[src/rtl/inst_fetch_buf.sv]
// Instruction-fetch buffer: issues in-order fetches to instruction memory and
// pairs each returned instruction with its PC in an in-order queue toward ID.
module inst_fetch_buf #(
    parameter int DEPTH = 4,
    parameter int AW    = 32,
    parameter int DW    = 32
) (
    input  logic          clk,
    input  logic          rst,
    input  logic [AW-1:0] pc,
    input  logic          ce,
    output logic          pc_stall,
    input  logic          flush,
    output logic          mem_req_valid,
    input  logic          mem_req_ready,
    output logic [AW-1:0] mem_addr,
    input  logic          mem_rsp_valid,
    input  logic [DW-1:0] mem_rsp_data,
    output logic          id_valid,
    input  logic          id_ready,
    output logic [AW-1:0] id_pc,
    output logic [DW-1:0] id_inst
);
    localparam int PW = $clog2(DEPTH);
    localparam int CW = PW + 1;

    logic [AW-1:0]    pc_q   [DEPTH];
    logic [DW-1:0]    inst_q [DEPTH];
    logic [DEPTH-1:0] filled;
    logic [PW-1:0]    head, fptr, tail;
    logic [CW-1:0]    count, pend, discard;

    logic          credit, alloc, pop, rsp_drop, rsp_fill;
    logic [CW:0]   occ;

    // Credit looks only at registered occupancy, so id_ready never reaches mem_req_valid.
    always_comb begin
        occ    = {1'b0, count} + {1'b0, discard};
        credit = occ < (CW+1)'(DEPTH);
    end

    assign mem_req_valid = ce & credit & ~flush;
    assign mem_addr      = pc;
    assign alloc         = mem_req_valid & mem_req_ready;
    assign pc_stall      = ce & ~alloc;

    assign id_valid = filled[head] & ~flush;
    assign id_pc    = id_valid ? pc_q[head]   : '0;
    assign id_inst  = id_valid ? inst_q[head] : '0;
    assign pop      = id_valid & id_ready;

    // pend counts allocated entries still waiting for their response.
    assign rsp_drop = mem_rsp_valid & (discard != '0);
    assign rsp_fill = mem_rsp_valid & (discard == '0) & (pend != '0);

    always_ff @(posedge clk) begin
        if (!rst) begin
            filled  <= '0;
            head    <= '0;
            fptr    <= '0;
            tail    <= '0;
            count   <= '0;
            pend    <= '0;
            discard <= '0;
        end else if (flush) begin
            // Responses still owed for unfilled entries become discards.
            filled  <= '0;
            head    <= '0;
            fptr    <= '0;
            tail    <= '0;
            count   <= '0;
            pend    <= '0;
            discard <= discard - CW'(rsp_drop) + pend - CW'(rsp_fill);
        end else begin
            if (pop)
                filled[head] <= 1'b0;
            if (rsp_fill)
                filled[fptr] <= 1'b1;
            head    <= head + PW'(pop);
            fptr    <= fptr + PW'(rsp_fill);
            tail    <= tail + PW'(alloc);
            count   <= count + CW'(alloc) - CW'(pop);
            pend    <= pend + CW'(alloc) - CW'(rsp_fill);
            discard <= discard - CW'(rsp_drop);
        end
    end

    always_ff @(posedge clk) begin
        if (alloc)
            pc_q[tail] <= pc;
        if (rsp_fill)
            inst_q[fptr] <= mem_rsp_data;
    end

endmodule
[config.mk]
export PLATFORM = sky130hd
export DESIGN_NAME = inst_fetch_buf
export DESIGN_NICKNAME = d
export VERILOG_FILES = /design/src/rtl/inst_fetch_buf.sv
export SDC_FILE = /design/constraint.sdc
export NUM_CORES = 1
export LEC_CHECK = 0
export ABC_AREA = 1
export ABC_CLOCK_PERIOD_IN_PS = 7200
export BUFFER_PORTS_ARGS = -buffer_cell sky130_fd_sc_hd__buf_2
export CAP_MARGIN = 20
export CELL_PAD_IN_SITES_DETAIL_PLACEMENT = 2
export CELL_PAD_IN_SITES_GLOBAL_PLACEMENT = 2
export CORE_UTILIZATION = 35
export DETAILED_ROUTE_END_ITERATION = 6
export GPL_ROUTABILITY_DRIVEN = 0
export PLACE_DENSITY_LB_ADDON = 0.15
export SKIP_LAST_GASP = 1
export SLEW_MARGIN = 10
export SYNTH_ARGS = -nofsm -noshare
export SYNTH_HDL_FRONTEND = slang
export SYNTH_SLANG_ARGS = --single-unit
[constraint.sdc]
create_clock -name clk -period 7.2 [get_ports clk]
set_input_delay 1.08 -clock clk [delete_from_list [all_inputs] [get_ports clk]]
set_output_delay 1.08 -clock clk [all_outputs]
set_load 0.005 [all_outputs]
==> run_results.csv, run 1 <==
group,metric,value,unit
yosys,synth_commonest_cells,"edfxtp_1 (256), nand2_1 (147), a22oi_1 (64), a31oi_1 (64), buf_4 (35)",
timing,fin_tns_setup,0,ns
timing,finalClockSkew,0.008523,ns
place,dp.cells,1235,
timing,finalCriticalPeriod,4.204,ns
critical_path,end_kind,"output port",
clock_network,numCtsBuffers,29,
yosys,synth_cell_types,25,
clock_network,cts-resized-gates,0,
power_and_ir_drop,peakVddDrop,154.3,uV
yosys,synth_top_cell_area_share,0.7225,
timing,finalCritPeriodShare,0.5839,
yosys,synthMostInstantiatedCell,"edfxtp_1",
clock_network,clk_pin_slew,0.06,ns
finish,instances_no_fill,1284,
finish,fin_util,0.4200,
yosys,synth_ff_type,"edfxtp_1",
drt,wirelength,27650,um
finish,multi_input_area,2038,um^2
flow_run,maxCapViolations,0,
clock_network,cts-root-buf,"clkbuf_16",
grt,gr-total-overflow,0,
die,io_pins,170,
critical_path,worst-setup-path-type,"flop to output port",
critical_path,worstPathArrival,3.12,ns
yosys,syn-cell-area,10640,um^2
finish,regArea,8068,um^2
grt,grt_pass1_wl,42520,um
drt,vias_per_cell,5.063,
yosys,synthTopCellsByArea,"edfxtp_1 (72%), nand2_1 (5.2%), a22oi_1 (4.5%)",
critical_path,rr_worst_depth,15,
die,num_rows,63,
clock_network,clockBufferDepth,3,
timing,setup_violations,0,
timing,fmax,0.2379,GHz
place,numPortBuffers,169,
finish,syn2layout_area_growth,17.62,%
timing,slew_headroom,0.4698,
critical_path,worstPathRequired,6.12,ns
finish,antennaDiodeCount,0,
critical_path,startpoint,"head[0]",
yosys,synth_edf_count,256,
die,die_area,31100,um^2
timing,rsz0062_at_grt,"false",
timing,hold_violations,0,
drt,dr_total_vias,6501,
critical_path,start_kind,"flop",
die,core-area,29800,um^2
critical_path,rr_endpoint,"count[2]",
clock_network,cts_tree,"done",
critical_path,reg2reg_setup_slack,4.09,ns
drt,drt-pass1-iter-count,4,
worst_hold_path,min_path_type,"flop to flop",
timing,finalMaxSlewViolations,0,
critical_path,critPathMaxFanout,41,
die,die-height,176.4,um
die,initial_core_util,0.3571,
power_and_ir_drop,p_leak,4.401,nW
timing,worst_pin_slew,0.7934,ns
finish,fillers,2969,
clock_network,clk_latency,0.53,ns
status,status,"complete, no violations",
drt,ant_nets,0,
finish,drive_gt1_frac,0.2562,
place,hpwlAfterDp,17310,um
die,die_w,176.4,um
timing,hold_ws,0.4692,ns
power_and_ir_drop,power_density,261.1,nW/um^2
yosys,ys_seq_area_frac,0.7582,
finish,fin_nets,964,
grt,antenna_found_initial,0,
yosys,yosys_register_bits,275,
drt,drcViolationCount,0,
yosys,ys_async_sr_fraction,0,
drt,drt_iter0_markers,284,
critical_path,r2r-start,"head[0]",
clock_network,cts_hold_repair.buffers,0,
clock_network,cts_setup_buffers,0,
yosys,yosys_warnings,0,
yosys,synth_nets,819,
drt,drt-wirelength-per-cell,21.53,um
grt,grtUsageTotal,0.1807,
yosys,postSynthAreaPerCell,14.56,um^2
grt,grt_pass1_vias,7306,
yosys,post_synth_inst_count,731,
yosys,yosysTopAreaCell,"edfxtp_1",
clock_network,htreeDepth,1,
critical_path,crit_end,"id_inst[12]",
clock_network,clock_sinks,275,
grt,grt_max_degree,43,
==> kinds of logic after synthesis <==
group                      Yosys count  synth area share
AOI/OAI and AO/OA                  142           0.08960
adders and majority gates           17           0.02211
xor gates and xnor gates             7          0.005762
and+or+nand+nor                    187           0.06938
buffers and inverters              103           0.05491
DFF                                275            0.7582
==> metal layers <==
metal  up-vias  global-route usage  part of all wire  wire (um)
met5         -                   0                 0          0
met4         0             0.03592             0.018        499
met3        32             0.03230             0.048       1321
met2       172              0.3173              0.50      13700
met1      3312              0.2339              0.44      12130
li1       2985                   -                 -          -
==> layout make-up <==
cell class                 count  share of cell area
multi-input combinational    353              0.1629
inverter                      35             0.01050
clock buffer                  39             0.06099
tap                          390             0.03899
sequential                   275              0.6447
clock inverter                10            0.005599
timing repair buffer         182             0.07638
==> worst min path at each step <==
| stage | to | slack (ns) | start | depth (start not counted) |
|---|---|---|---|---|
| 2_1_floorplan | count[2] | 0.43 | count[2] | 1 |
| 3_3_place_gp | count[2] | 0.44 | count[2] | 1 |
| 3_5_place_dp | count[2] | 0.47 | count[2] | 1 |
| 4_1_cts | count[2] | 0.48 | count[2] | 1 |
| 5_1_grt | filled[3] | 0.49 | filled[3] | 2 |
| 6_report | count[2] | 0.47 | count[2] | 1 |
==> registers in the layout, summed over array words and instances (netlist names) <==
name	cells
count	3
discard	3
filled	4
fptr	2
head	2
inst_q	128
pc_q	128
pend	3
tail	2
==> cells in the final DEF (no fill, tap or decap), types with 6 or more instances in the layout <==
| master | synthesis | layout |
|---|---|---|
| dfxtp_1 | 19 | 19 |
| clkbuf_16 | 0 | 29 |
| a22oi_1 | 64 | 64 |
| nand3_1 | 8 | 8 |
| clkbuf_1 | 5 | 10 |
| nand2_1 | 147 | 146 |
| inv_1 | 34 | 33 |
| a21oi_1 | 9 | 9 |
| buf_2 | 23 | 169 |
| xnor2_1 | 6 | 6 |
| nor2_1 | 23 | 18 |
| ha_1 | 14 | 14 |
| buf_4 | 35 | 12 |
| edfxtp_1 | 256 | 256 |
| a31oi_1 | 64 | 64 |
==> where the power goes <==
group	internal, mW	switching [mW]
combinational	0.0610	0.0906
clock	0.769	0.567
sequential	1.77	0.0108
total	2.60	0.669
==> critical path, cell delays in order, from the launching register on <==
cell     delay, ns
dfxtp_1       0.54
inv_1         0.17
nor2_4        0.63
buf_4         0.61
a22oi_1       0.20
a31oi_1       0.24
buf_2         0.16
==> per-stage QoR <==
step / power, mW / cell area, um^2 / setup slack, ns
final: 3.267 / 12510 / 2.996
after global routing: 3.389 / 12510 / 2.806
after CTS: 3.316 / 12510 / 2.978
after detailed placement: 1.968 / 11680 / 3.223
after global placement: 1.953 / 11660 / 3.306
after floorplan: 1.897 / 10640 / 2.844
(Power assumes the default switching activity.)
==> inputs of run 2 (changes only) <==
--- a/config.mk
+++ b/config.mk
@@ -6,7 +6,7 @@
 export NUM_CORES = 1
 export LEC_CHECK = 0
 export ABC_AREA = 1
-export ABC_CLOCK_PERIOD_IN_PS = 7200
+export ABC_CLOCK_PERIOD_IN_PS = 4300
 export BUFFER_PORTS_ARGS = -buffer_cell sky130_fd_sc_hd__buf_2
 export CAP_MARGIN = 20
 export CELL_PAD_IN_SITES_DETAIL_PLACEMENT = 2
==> constraint.sdc (replaced) <==
create_clock -name clk -period 4.3 [get_ports clk]
set_input_delay 0.645 -clock clk [delete_from_list [all_inputs] [get_ports clk]]
set_output_delay 0.645 -clock clk [all_outputs]
set_load 0.005 [all_outputs]
==> run 2 against run 1 <==
Setup slack got worse by 2.1 ns. First-iteration DRC count rose by 13%. Routed wire length rose by 0.60%. Total power rose by 69%. Flip-flop and latch count did not move. Global-route usage fell by 0.14 points. Register-to-register slack got worse by 2.6 ns. Sequential share of layout area fell by 0.35 points. Die area did not move. Critical path depth rose by 3. Largest cell class unchanged.
==> run_results.csv, run 2 (same netlist as run 1, synthesis figures left out) <==
group,metric,value,unit
status,status,"complete, no violations",
worst_hold_path,min_path_type,"input pin to flop",
die,die_w,176.4,um
critical_path,end_kind,"output port",
clock_network,clockBufferDepth,3,
drt,wirelength,27820,um
grt,grt_max_degree,66,
clock_network,cts_tree,"done",
finish,layout_common_cells,"edfxtp_1 (256), buf_2 (169), nand2_1 (146)",
timing,hold_violations,0,
clock_network,clk_pin_slew,0.06,ns
power_and_ir_drop,power_density,438.6,nW/um^2
timing,worst_pin_slew,0.9357,ns
timing,finalClockSkew,0.01663,ns
place,hpwlAfterDp,16690,um
critical_path,critPathMaxFanout,65,
grt,grt_pass1_vias,7318,
timing,finalCriticalPeriod,3.441,ns
timing,fmax,0.2906,GHz
clock_network,htreeDepth,1,
clock_network,numCtsBuffers,30,
die,die-height,176.4,um
place,place_ws,1.229,ns
die,die_area,31100,um^2
timing,rsz0062_at_grt,"false",
finish,antennaDiodeCount,0,
finish,syn2layout_area_growth,18.25,%
die,io_pins,170,
grt,gr-total-overflow,0,
timing,setup_violations,0,
drt,drt_iter0_markers,322,
clock_network,cts_hold_repair.buffers,0,
timing,finalMaxSlewViolations,0,
clock_network,clock_sinks,275,
timing,finalCritPeriodShare,0.8003,
critical_path,start_kind,"flop",
drt,drt-wirelength-per-cell,21.51,um
timing,fin_tns_setup,0,ns
drt,drt-pass1-iter-count,4,
power_and_ir_drop,peakVddDrop,310.3,uV
clock_network,cts_setup_buffers,0,
drt,drcViolationCount,0,
grt,grtUsageTotal,0.1793,
place,dp.cells,1238,
finish,drive_gt1_frac,0.2580,
grt,antenna_found_initial,0,
flow_run,maxCapViolations,0,
place,numPortBuffers,169,
critical_path,worstPathRequired,3.65,ns
finish,reg_top3,"inst_q: 128 flops, pc_q: 128 flops, filled: 4 flops",
finish,fin_nets,968,
finish,layout_commonest_cell,"edfxtp_1",
clock_network,cts-resized-gates,0,
timing,slew_headroom,0.3762,
timing,fin_ws,0.8587,ns
clock_network,clk_latency,0.55,ns
die,initial_core_util,0.3571,
power_and_ir_drop,finalPower,5.519,mW
grt,grt_pass1_wl,42290,um
critical_path,worst-setup-path-type,"flop to output port",
clock_network,cts-root-buf,"clkbuf_16",
power_and_ir_drop,p_leak,4.431,nW
critical_path,worstPathArrival,2.80,ns
die,core-area,29800,um^2
drt,ant_nets,0,
drt,vias_per_cell,5.079,
finish,instances_no_fill,1293,
drt,dr_total_vias,6567,
die,num_rows,63,
## run 2: changes by cell type in the layout (fill, tap and decap cells not counted)
cell / before / now
buf_4: 12 / 15
bufinv_16: 1 / 0
clkbuf_1: 10 / 9
clkbuf_16: 29 / 31
clkinv_1: 5 / 11
clkinv_2: 5 / 3
clkinv_4: 0 / 1
clkinvlp_4: 0 / 1
## run 2: where the power goes
part	internal, mW	switching [mW]	leakage (nW)	total (mW)
clock	1.31	0.981	0.424	2.29
combinational	0.100	0.150	1.55	0.250
sequential	2.96	0.0175	2.46	2.98
total	4.37	1.15	4.43	5.52
## run 2: cell type report
class                   instances  area (um^2)
clock buffers                  40        809.5
clock inverters                15        68.82
fillers                      2976        17210
inverters                      35        131.4
multi-input cells             353         2038
flip-flops and latches        275         8068
well taps                     390        488.0
repair buffers                185        978.4
## run 2: final timing paths
| check | start | to | slack [ns] | depth (start not counted) |
|---|---|---|---|---|
| hold / removal | mem_rsp_data[20] | inst_q[3][20] | 0.32 | 1 |
| setup reg to reg | count[1] | count[2] | 1.48 | 13 |
| setup / recovery | head[0] | id_pc[27] | 0.86 | 9 |
| hold reg to reg | filled[3] | filled[3] | 0.47 | 2 |
## run 2: worst max-delay path: stages (launching register included)
cell     delay [ns]
dfxtp_1        0.54
inv_1          0.17
nand2_1        0.09
nand2_1        0.06
nand2_1        0.07
nand2_2        0.09
nand2_2        0.08
buf_4          0.75
a31oi_1        0.19
buf_2          0.20
## run 2: layer usage
layer	wire length (um)	GRT usage
met5	0	0
met3	1308	0.03079
met1	11460	0.2152
met4	399	0.03556
met2	14640	0.3350
## run 2: per-stage QoR
step / hold WS, ns / util / instance area [um^2]
after floorplan: 0.4283 / - / 10640
after global placement: 0.4660 / 0.3928 / 11700
after detailed placement: 0.4675 / 0.3928 / 11700
after CTS: 0.2952 / 0.4223 / 12580
after global routing: 0.3050 / 0.4223 / 12580
final: 0.3235 / 0.4223 / 12580
==> inputs of run 3 (changes only) <==
--- a/config.mk
+++ b/config.mk
@@ -6,7 +6,7 @@
 export NUM_CORES = 1
 export LEC_CHECK = 0
 export ABC_AREA = 1
-export ABC_CLOCK_PERIOD_IN_PS = 4300
+export ABC_CLOCK_PERIOD_IN_PS = 3500
 export BUFFER_PORTS_ARGS = -buffer_cell sky130_fd_sc_hd__buf_2
 export CAP_MARGIN = 20
 export CELL_PAD_IN_SITES_DETAIL_PLACEMENT = 2
==> constraint.sdc (replaced) <==
create_clock -name clk -period 3.5 [get_ports clk]
set_input_delay 0.525 -clock clk [delete_from_list [all_inputs] [get_ports clk]]
set_output_delay 0.525 -clock clk [all_outputs]
set_load 0.005 [all_outputs]
==> run 3 against run 2 <==
Sequential share of layout area down 0.70 points. Clock skew is 0.0099 ns lower. Register-to-register slack got worse by 0.68 ns. First-iteration DRC count up 21%. Final cell count increased by 0.23%. Critical endpoint unchanged. Largest power group unchanged.
==> run_results.csv, run 3 (same netlist as run 1, synthesis figures left out) <==
group,metric,value,unit
finish,instances_no_fill,1296,
grt,use_met3,0.02347,
clock_network,numCtsBuffers,30,
grt,grt_pass1_wl,43300,um
finish,fillers,2967,
clock_network,cts_setup_buffers,0,
finish,syn2layout_area_growth,19.56,%
timing,fmax,0.3214,GHz
flow_run,maxCapViolations,0,
die,initial_core_util,0.3571,
clock_network,cts_hold_repair.buffers,0,
critical_path,worst-setup-path-type,"flop to output port",
drt,vias_per_cell,5.132,
finish,multi_input_area,2038,um^2
clock_network,cts-resized-gates,0,
timing,finalClockSkew,0.006769,ns
die,core-area,29800,um^2
timing,rsz0062_at_grt,"false",
critical_path,start_kind,"flop",
power_and_ir_drop,swShare,0.2067,
critical_path,worstPathCellList,"inv_1, nor2_4, buf_12, a22oi_1, a31oi_1, buf_2",
grt,busiest_layer,"met2",
critical_path,r2r-start,"count[1]",
power_and_ir_drop,comb_power_share,0.044,
finish,layout_common_cells,"edfxtp_1 (256), buf_2 (169), nand2_1 (146)",
timing,setup_violations,0,
critical_path,worst_path_largest_cell_delay,0.53,ns
grt,grt_use_met1,0.2252,
grt,antenna_found_initial,0,
worst_hold_path,min_path_type,"input pin to flop",
drt,drt_iter0_markers,389,
die,die-height,176.4,um
die,num_rows,63,
drt,wirelength,28000,um
timing,hold_violations,0,
critical_path,worstPathRequired,2.97,ns
clock_network,htreeDepth,1,
power_and_ir_drop,p_int,5.595,mW
drt,drcViolationCount,0,
critical_path,worstPathArrival,2.59,ns
finish,drive_gt1_frac,0.2638,
power_and_ir_drop,clockPowerShare,0.437,
clock_network,clock_sinks,275,
finish,fin_nets,970,
drt,drt-pass1-iter-count,5,
place,hpwlAfterDp,16700,um
drt,dr_total_vias,6651,
finish,antennaDiodeCount,0,
finish,reg_top3,"inst_q: 128 flops, pc_q: 128 flops, filled: 4 flops",
power_and_ir_drop,power_density,554.5,nW/um^2
grt,grtUsageMet2,0.3386,
clock_network,clk_pin_slew,0.06,ns
drt,ant_nets,0,
clock_network,cts_tree,"done",
place,dp.cells,1240,
timing,finalMaxSlewViolations,0,
status,status,"complete, no violations",
grt,grtUsageTotal,0.1834,
power_and_ir_drop,finalPower,7.053,mW
critical_path,crit_family,"buffers and inverters",
timing,finalCritPeriodShare,0.8890,
power_and_ir_drop,power_switching,1.458,mW
critical_path,worst-path-buf-inv,3,
critical_path,critPathMaxFanout,26,
place,numPortBuffers,169,
clock_network,clockBufferDepth,3,
die,die_w,176.4,um
finish,fin_util,0.4269,
critical_path,slowest_stage,"dfxtp_1",
power_and_ir_drop,peakVddDrop,438.9,uV
clock_network,clk_latency,0.54,ns
grt,gr-total-overflow,0,
finish,layout_commonest_cell,"edfxtp_1",
die,io_pins,170,
timing,slew_headroom,0.5994,
grt,grt_max_degree,66,
clock_network,cts-root-buf,"clkbuf_16",
timing,worst_pin_slew,0.5994,ns
finish,regArea,8068,um^2
critical_path,startpoint,"head[0]",
grt,grt_pass1_vias,7583,
worst_hold_path,hold_start,"mem_rsp_data[20]",
drt,drt-wirelength-per-cell,21.60,um
die,die_area,31100,um^2
power_and_ir_drop,p_seq_frac,0.519,
timing,finalCriticalPeriod,3.111,ns
power_and_ir_drop,p_leak,4.493,nW
critical_path,end_kind,"output port",
-- run 3: cell count changes in the layout (fill, tap and decap cells not counted), sizes merged --
cell / delta
bufinv: +3
buf: +2
clkbuf: -2
clkinv: -1
clkinvlp: +1
-- run 3: metrics by stage --
step	cell area [um^2]	setup slack (ns)	setup TNS (ns)	hold slack, ns
4_1_cts	12720	0.3122	0	0.1721
3_5_place_dp	11760	0.6557	0	0.4721
5_1_grt	12720	0.2291	0	0.1827
3_3_place_gp	11760	0.7543	0	0.4413
6_report	12720	0.3886	0	0.1988
2_1_floorplan	10640	-0.3545	-22.69	0.4283
-- run 3: final cells by class --
cell class,count,area share
sequential,275,0.6342
multi-input combinational,353,0.1602
timing repair buffer,187,0.08105
clock buffer,38,0.06305
tap,390,0.03836
clock inverter,18,0.01279
inverter,35,0.01033
-- run 3: final timing paths --
| path | slack [ns] | to | cells after the start |
|---|---|---|---|
| setup / recovery | 0.39 | id_pc[27] | 6 |
| hold / removal | 0.20 | inst_q[1][20] | 1 |
| setup reg to reg | 0.80 | count[2] | 13 |
| hold reg to reg | 0.48 | filled[0] | 2 |
-- run 3: power by group through the flow --
stage               clock (mW)  combinational, mW  sequential, mW
floorplan                    0              0.179            3.72
CTS                       3.16              0.320            3.66
finish                    3.08              0.310            3.66
global placement             0              0.282            3.72
global route              3.29              0.355            3.66
detailed placement           0              0.315            3.73
-- run 3: metal layers --
metal / up-vias / wire length [um]
li1: 3002 / -
met1: 3415 / 11940
met2: 188 / 14340
met3: 46 / 1104
met4: 0 / 615
met5: - / 0
